### src/rtl/intr_ctrl_if.sv
// rtl/intr_ctrl_if.sv - register window, irq lines and CP0 request/ack bundle for intr_ctrl
interface intr_ctrl_if #(
    parameter int N_SRC = 6
);
    logic [1:0]       addr;
    logic             we;
    logic [31:0]      datai;
    logic [31:0]      datao;
    logic [N_SRC-1:0] irq_in;
    logic             int_req;
    logic [3:0]       int_id;
    logic             int_ack;

    modport master (
        output addr, we, datai, irq_in, int_ack,
        input  datao, int_req, int_id
    );

    modport slave (
        input  addr, we, datai, irq_in, int_ack,
        output datao, int_req, int_id
    );
endinterface

### src/rtl/intr_ctrl.sv
// rtl/intr_ctrl.sv - edge/level interrupt controller with priority encode and EOI; optional IRQ_SYNC_EN input synchronizer
module intr_ctrl #(
    parameter int N_SRC = 6
) (
    input  logic       clk,
    input  logic       reset,
    intr_ctrl_if.slave bus
);
    typedef enum logic [1:0] {IDLE, REQ, SVC} state_t;

    state_t           state, next_state;
    logic [N_SRC-1:0] s, prev, pend_lat, mask_r, mode_r;
    logic [N_SRC-1:0] pend_eff, elig, set_ev, clr_w1c, clr_ack;
    logic [3:0]       isr_id, id;
    logic             ack_take, eoi_take;
    logic             wr_pend, wr_mask, wr_mode, wr_isr;
    logic             unused_datai;

    assign unused_datai = &{1'b0, bus.datai[31:N_SRC]};

`ifdef IRQ_SYNC_EN
    logic [N_SRC-1:0] sync1, sync2;

    // Two-flop synchronizer on the raw device lines
    always_ff @(posedge clk) begin
        if (reset) begin
            sync1 <= '0;
            sync2 <= '0;
        end else begin
            sync1 <= bus.irq_in;
            sync2 <= sync1;
        end
    end

    assign s = sync2;
`else
    assign s = bus.irq_in;
`endif

    assign wr_pend = bus.we && (bus.addr == 2'd0);
    assign wr_mask = bus.we && (bus.addr == 2'd1);
    assign wr_mode = bus.we && (bus.addr == 2'd2);
    assign wr_isr  = bus.we && (bus.addr == 2'd3);

    // Only edge-mode sources ever store a pending bit
    assign set_ev   = s & ~prev & mode_r;
    assign clr_w1c  = wr_pend ? bus.datai[N_SRC-1:0] : '0;
    assign pend_eff = (pend_lat & mode_r) | (s & ~mode_r);
    assign elig     = pend_eff & mask_r;

    // Lowest set index wins; scanning down leaves the smallest one in id
    always_comb begin
        id = '0;
        for (int i = N_SRC - 1; i >= 0; i--) begin
            if (elig[i]) id = 4'(i);
        end
    end

    // One-hot clear of the source being accepted by CP0
    always_comb begin
        clr_ack = '0;
        for (int i = 0; i < N_SRC; i++) begin
            clr_ack[i] = ack_take && (id == 4'(i));
        end
    end

    // Edge history and latched pending bits; a new edge beats any same-cycle clear
    always_ff @(posedge clk) begin
        if (reset) begin
            prev     <= '0;
            pend_lat <= '0;
        end else begin
            prev     <= s;
            pend_lat <= ((pend_lat & ~(clr_w1c | clr_ack)) | set_ev) & mode_r;
        end
    end

    // MASK and MODE configuration registers
    always_ff @(posedge clk) begin
        if (reset) begin
            mask_r <= '0;
            mode_r <= '0;
        end else begin
            if (wr_mask) mask_r <= bus.datai[N_SRC-1:0];
            if (wr_mode) mode_r <= bus.datai[N_SRC-1:0];
        end
    end

    // In-service id: captured on ack, dropped on EOI so ISR reads back zero
    always_ff @(posedge clk) begin
        if (reset) begin
            isr_id <= '0;
        end else if (ack_take) begin
            isr_id <= id;
        end else if (eoi_take) begin
            isr_id <= '0;
        end
    end

    // FSM state register
    always_ff @(posedge clk) begin
        if (reset) state <= IDLE;
        else       state <= next_state;
    end

    // FSM next state; ack only counts in REQ, EOI only counts in SVC
    always_comb begin
        next_state = state;
        ack_take   = 1'b0;
        eoi_take   = 1'b0;
        case (state)
            IDLE: begin
                if (elig != '0) next_state = REQ;
            end
            REQ: begin
                if (bus.int_ack) begin
                    ack_take   = 1'b1;
                    next_state = SVC;
                end else if (elig == '0) begin
                    next_state = IDLE;
                end
            end
            SVC: begin
                if (wr_isr) begin
                    eoi_take   = 1'b1;
                    next_state = IDLE;
                end
            end
            default: next_state = IDLE;
        endcase
    end

    assign bus.int_req = (state == REQ);
    assign bus.int_id  = id;

    // Combinational read mux; unused high bits read zero
    always_comb begin
        bus.datao = '0;
        case (bus.addr)
            2'd0: bus.datao = 32'(pend_eff);
            2'd1: bus.datao = 32'(mask_r);
            2'd2: bus.datao = 32'(mode_r);
            2'd3: bus.datao = {(state == SVC), 27'b0, isr_id};
            default: bus.datao = '0;
        endcase
    end
endmodule

### src/flat_wrapper.sv
// flat-port wrapper written by rule: the top's interface ports become plain ports
module intr_ctrl_flat 
#(
    parameter int N_SRC = 6
)
  (clk, reset, bus_addr, bus_we, bus_datai, bus_irq_in, bus_int_ack, bus_datao, bus_int_req, bus_int_id);
  intr_ctrl_if #(.N_SRC(N_SRC)) bus_i ();
  input  logic clk;
  input  logic reset;
  input wire logic [$bits(bus_i.addr)-1:0] bus_addr;
  input wire logic [$bits(bus_i.we)-1:0] bus_we;
  input wire logic [$bits(bus_i.datai)-1:0] bus_datai;
  input wire logic [$bits(bus_i.irq_in)-1:0] bus_irq_in;
  input wire logic [$bits(bus_i.int_ack)-1:0] bus_int_ack;
  output wire logic [$bits(bus_i.datao)-1:0] bus_datao;
  output wire logic [$bits(bus_i.int_req)-1:0] bus_int_req;
  output wire logic [$bits(bus_i.int_id)-1:0] bus_int_id;
  assign bus_i.addr = bus_addr;
  assign bus_i.we = bus_we;
  assign bus_i.datai = bus_datai;
  assign bus_i.irq_in = bus_irq_in;
  assign bus_i.int_ack = bus_int_ack;
  assign bus_datao = bus_i.datao;
  assign bus_int_req = bus_i.int_req;
  assign bus_int_id = bus_i.int_id;
  intr_ctrl #(.N_SRC(N_SRC)) u_core (.clk(clk), .reset(reset), .bus(bus_i));
endmodule
### config.mk
export PLATFORM = sky130hd
export DESIGN_NAME = intr_ctrl_flat
export DESIGN_NICKNAME = d
export VERILOG_FILES = /design/src/rtl/intr_ctrl_if.sv /design/src/rtl/intr_ctrl.sv /design/src/flat_wrapper.sv
export SDC_FILE = /design/constraint.sdc
export NUM_CORES = 1
export LEC_CHECK = 0
export ABC_CLOCK_PERIOD_IN_PS = 1900
export CAP_MARGIN = 20
export CORE_MARGIN = 3
export CORE_UTILIZATION = 30
export CTS_CLUSTER_DIAMETER = 120
export DETAILED_ROUTE_END_ITERATION = 10
export GPL_TIMING_DRIVEN = 0
export PLACE_DENSITY_LB_ADDON = 0.08
export SYNTH_ARGS = -nofsm -noshare
export SYNTH_HDL_FRONTEND = slang
export SYNTH_SLANG_ARGS = --single-unit
### constraint.sdc
create_clock -name clk -period 1.9 [get_ports clk]
set_input_delay 0.285 -clock clk [delete_from_list [all_inputs] [get_ports clk]]
set_output_delay 0.285 -clock clk [all_outputs]
set_load 0.01 [all_outputs]
* Word level (Yosys, flattened, before mapping)
Cells that the tools add are included.
Operators by class: muxes and demuxes 19, equal/unequal tests 13, bitwise logic cells 13, reduce and logical (&&, ||, !) cells 17
Operators by type and width (count):
- case mux 32 bit (4 select lines) | 1
- AND 6 bit | 7
- two-way mux 4 bit | 7
- NOT 6 bit | 3
- OR 6 bit | 3
- logical AND 1 bit | 10
- equality test 4 x 2 -> 1 bit (second input constant) | 2
- equality test 4 x 3 -> 1 bit (second input constant) | 2
- two-way mux 2 bit | 4
- equality test 2 bit (second input constant) | 3
- logical NOT 6 bit | 1
- two-way mux 6 bit | 1
- case mux 2 bit (3 select lines) | 1
- nonzero test 6 bit | 1
- equality test 2 x 1 -> 1 bit (second input constant) | 2
- equality test 4 x 1 -> 1 bit (second input constant) | 1
- logical NOT 2 bit | 2
- logical NOT 4 bit | 1
- two-way mux 1 bit | 4
- != test 2 x 1 -> 1 bit (second input constant) | 2
- two-way mux 3 bit | 1
- != test 3 x 2 -> 1 bit (second input constant) | 1
- AND reduction 3 bit | 1
- nonzero test 2 bit | 1
Storage, ports and cells: output and inout port bits 37, register bits after elaboration 30, bits of input ports 44, logic and storage cells 68

* Longest topological paths before layout
depth in word-level cells 17, mapped depth 5, gate-level depth less buffers 5

* Least setup slack after synthesis
OpenSTA, ideal clock, no wires.
path kind register to register, start point reg u_core.mode_r[4], end point reg u_core.pend_lat[0], library setup time 0.136 ns, required time 1.764 ns, setup slack 0.306 ns, cell stages (with the launch flop) 6, arrival 1.457 ns, cell sequence dfxtp_1 mux2_4 o2bb2ai_1 and3_1 nor4_2 a211oi_1
Between the ends: word-level cells in the longest chain between the ends 16
Ends and longest elaborated chain:
- start, declared | line intr_ctrl.sv:12 | logic [N_SRC-1:0] s, prev, pend_lat, mask_r, mode_r;
- start signal, assigned | line intr_ctrl.sv:85 | if (wr_mode) mode_r <= bus.datai[N_SRC-1:0];
- NOT 6 bit | line intr_ctrl.sv:48 | assign pend_eff = (pend_lat & mode_r) | (s & ~mode_r);
- AND 6 bit | line intr_ctrl.sv:48
- OR 6 bit * | line intr_ctrl.sv:48
- AND 6 bit * | line intr_ctrl.sv:49 | assign elig = pend_eff & mask_r;
- two-way mux 4 bit * (5 in series) | line intr_ctrl.sv:55 | if (elig[i]) id = 4'(i);
- named net bus_int_id[2] | line flat_wrapper.sv:17 | output wire logic [$bits(bus_i.int_id)-1:0] bus_int_id;
- logical NOT 4 bit * | line intr_ctrl.sv:63 | clr_ack[i] = ack_take && (id == 4'(i));
- logical AND 1 bit * | line intr_ctrl.sv:63
- OR 6 bit * | line intr_ctrl.sv:74 | pend_lat <= ((pend_lat & ~(clr_w1c | clr_ack)) | set_ev) & mode_r;
- NOT 6 bit * | line intr_ctrl.sv:74
- AND 6 bit * | line intr_ctrl.sv:74
- OR 6 bit * | line intr_ctrl.sv:74
- AND 6 bit * | line intr_ctrl.sv:74
- end signal, assigned | line intr_ctrl.sv:74
- end, declared | line intr_ctrl.sv:12
The timed path passes the listed nets; every way through them passes the cells marked *. A chain may end at the register's enable or synchronous reset.

* Worst setup path in the final report
start point reg u_core.state[1], end point out bus_datao[31]
Between the ends: word-level cells in the longest chain between the ends 2
Ends and longest elaborated chain:
- start, declared | line intr_ctrl.sv:11 | state_t state, next_state;
- start signal, assigned | line intr_ctrl.sv:103 | else state <= next_state;
- equality test 2 bit | line intr_ctrl.sv:143 | 2'd3: bus.datao = {(state == SVC), 27'b0, isr_id};
- case mux 32 bit (4 select lines) | line intr_ctrl.sv:139 | case (bus.addr)
- end, declared | line flat_wrapper.sv:15 | output wire logic [$bits(bus_i.datao)-1:0] bus_datao;
No other way between the ends. The select of a mux whose other input is x is not followed.

==> impl_metrics.tcl <==
set metrics [dict create \
    outcome "completed" \
    avgSynthCellArea_um2 8.73 \
    synth_simple_gate_area_share_pct 22.2 \
    ys_ff_latch 29 \
    hold_violations 0 \
    crit_fanout 5 \
    final_cell_mix "buf_4, conb_1, nand2_1, dfxtp_1, nor2_1" \
    finalPower_mw 1.50 \
    drv_cap 0 \
    period_share_pct 99.0 \
    rsz0062_at_grt "yes" \
    post-route-min-period_ns 1.88 \
    fp.dieH_um 81.1 \
    max_freq_mhz 532 \
    path_cells "nor2b_2 > and3_1 > clkdlybuf4s50_1" \
    async_flop_share_pct 0 \
    cts_tree "yes" \
    drtAntennaViolNets 0 \
    synth.area.mux_share_pct 12.3 \
    synth_area_leaders "dfxtp_1, buf_4, nand2_1" \
    wl_per_cell_um 13.7 \
    cp.arrival_ns 1.60 \
    synth_edf_count 0 \
    use_met1_pct 19.7 \
    leakage_nw 1.05 \
    synth_top_area_cell "dfxtp_1" \
    dpl-instance-area_um2 2160 \
    vdd.ir_drop.worst_v 0.000317 \
    start_util_pct 32.1 \
    vias_per_cell 4.41 \
    setup_violations 0 \
    hold_class "in -> reg" \
    clock_sinks 29 \
    die_x_um 81.1 \
    p_sw_share_pct 27.0 \
    pin_count 81 \
    core_um2 5270 \
    grt_pass1_vias 1385 \
    synth_compound_area_share_pct 17.0 \
    critPathSlowestCell "clkdlybuf4s50_1" \
    worst_pin_slew_ns 0.646 \
    dieArea_um2 6580 \
    ys_seq_area_share_pct 34.3 \
    busiest_layer "met2" \
    critPathKind "reg -> out" \
    dp.cells 317 \
    grtUsageMet3_pct 4.10 \
    grt_pass1_wl_mm 7.21 \
    cp.required_ns 1.62 \
    slew_viol_final 0 \
    clkPwrFrac_pct 38.6 \
    cp-start-kind "flip-flop" \
    drc 0 \
    fp-row-count 26 \
    synthXorXnorAreaFrac_pct 0 \
    numPortBuffers 28 \
    critical_path_buf_inv_count 1 \
    reg2reg_slack_ns 0.04 \
    grt_util_met2_pct 23.3 \
    finalWirelength_mm 4.58 \
    setup-tns-final_ns 0 \
    drive_gt1_share_pct 30.9 \
    pwr-share-seq_pct 42.8 \
    synth_ff_type "dfxtp_1" \
    synth.top_cell.area_share_pct 34.3 \
    n_antenna_cell 0 \
    relSlewSlack_pct 57.0 \
    cp-end-kind "primary output" \
    path_clk_slew_ns 0.07 \
    synth_top_family_by_area "simple AND/OR/NAND/NOR gates" \
    powerDensity_nw_per_um2 632 \
    netlist_instances 194 \
    p_int_mw 1.09 \
    cts.path.max_buffers 2 \
    final_area_um2 2370 \
    path_delay_family "buffers and inverters" \
    h-tree-depth 2 \
    cts-root-buf "clkbuf_8" \
    utilization_pct 44.9 \
    p_sw_mw 0.404 \
    synth.cell_area_um2 1690 \
    final_common_cell "buf_4" \
    antenna_found_initial 0 \
    dp_hpwl_mm 3.22 \
    synth_warnings 0 \
    insertion_delay_ns 0.29 \
    critPathMaxStageDelay_ns 0.52 \
    via_count 1479 \
    grt_max_degree 11 \
    yosysUniqueCellTypes 39 \
    globalplace.congestion 0.767 \
    track_usage_pct 14.9 \
    final-instance-count-excl-fill 335 \
    drt_iter0_drc 99 \
    postCtsHoldBufs 0 \
    synth_fa_ha_area_share_pct 0 \
    combPwrFrac_pct 18.7 \
    skew_ns 0.00738 \
    syn_to_final_growth_pct 39.8 \
    cts_made_buffers 5 \
    gr-total-overflow 0 \
    dr.pass1.iters 4 \
    layout.nets 308 \
]
-- registers in the layout, summed over array words and instances, names as in the netlist --
register         cells
u_core.state         2
u_core.isr_id        3
u_core.mask_r        6
u_core.mode_r        6
u_core.pend_lat      6
u_core.prev          6
-- layer usage --
metal	vias to the layer above	part of all wire, %
met5	-	0
met4	0	1.5
met3	7	6.5
met2	44	44
met1	655	48
li1	773	-
-- cell type report --
cell class	count	area [um^2]
plain buffers	33	243
clock buffers	7	96.3
clock inverters	1	5.00
fillers	537	2900
inverters	4	15.0
multi-input cells	153	1010
flip-flops and latches	29	597
well taps	70	87.6
repair buffers	38	317
-- power by group through the flow --
stage	clock network [mW]	registers, mW	logic (mW)
2_1_floorplan	0	0.653	0.169
3_3_place_gp	0	0.657	0.265
3_5_place_dp	0	0.657	0.265
4_1_cts	0.590	0.640	0.276
5_1_grt	0.622	0.642	0.305
6_report	0.577	0.640	0.280
-- cells by family after synthesis --
logic type	Yosys count
AND/OR/NAND/NOR	72
AO/OA/AOI/OAI	40
buffers and inverters	37
flip-flops	29
multiplexers	15
other	1
-- path summary, 6_finish.rpt --
kind	end	cells after the start	startpoint
worst max-delay path	bus_datao[31]	3	u_core.state[1]
worst min register to register	u_core.isr_id[2]	2	u_core.isr_id[2]
worst min-delay path	u_core.prev[0]	2	bus_irq_in[0]
worst max register to register	u_core.pend_lat[0]	6	u_core.mode_r[5]
-- cells in the mapped netlist, types with 2 or more instances --
cell type  number
buf_4          26
nand3b_1        4
inv_1           4
mux2i_1         7
dfxtp_1        29
o31a_1          3
mux2_4          4
a22o_1          3
a31oi_1         2
nand2_1        25
and3_1          2
mux4_2          3
a21oi_1        12
nor2_1         18
o21ai_1         5
a22oi_1         3
nor2b_1         6
o21ai_0         2
a211oi_2        2
a211oi_1        2
clkbuf_1        6
nand3_1         9
-- what timing repair did --
item,in CTS,in global routing
pin swaps,6,2
resized for setup,56,4
setup endpoints to repair,13,14
gates cloned,1,0
buffers inserted,8,1
-- metrics by stage --
| step | setup slack (ns) | hold WS, ns |
|---|---|---|
| floorplan | 0.306 | 0.368 |
| detailed placement | -0.717 | 0.448 |
| global placement | -0.670 | 0.446 |
| finish | 0.0186 | 0.400 |
| global route | -0.0735 | 0.427 |
| CTS | 0.00480 | 0.389 |
Power figures use the tool's default switching activity.
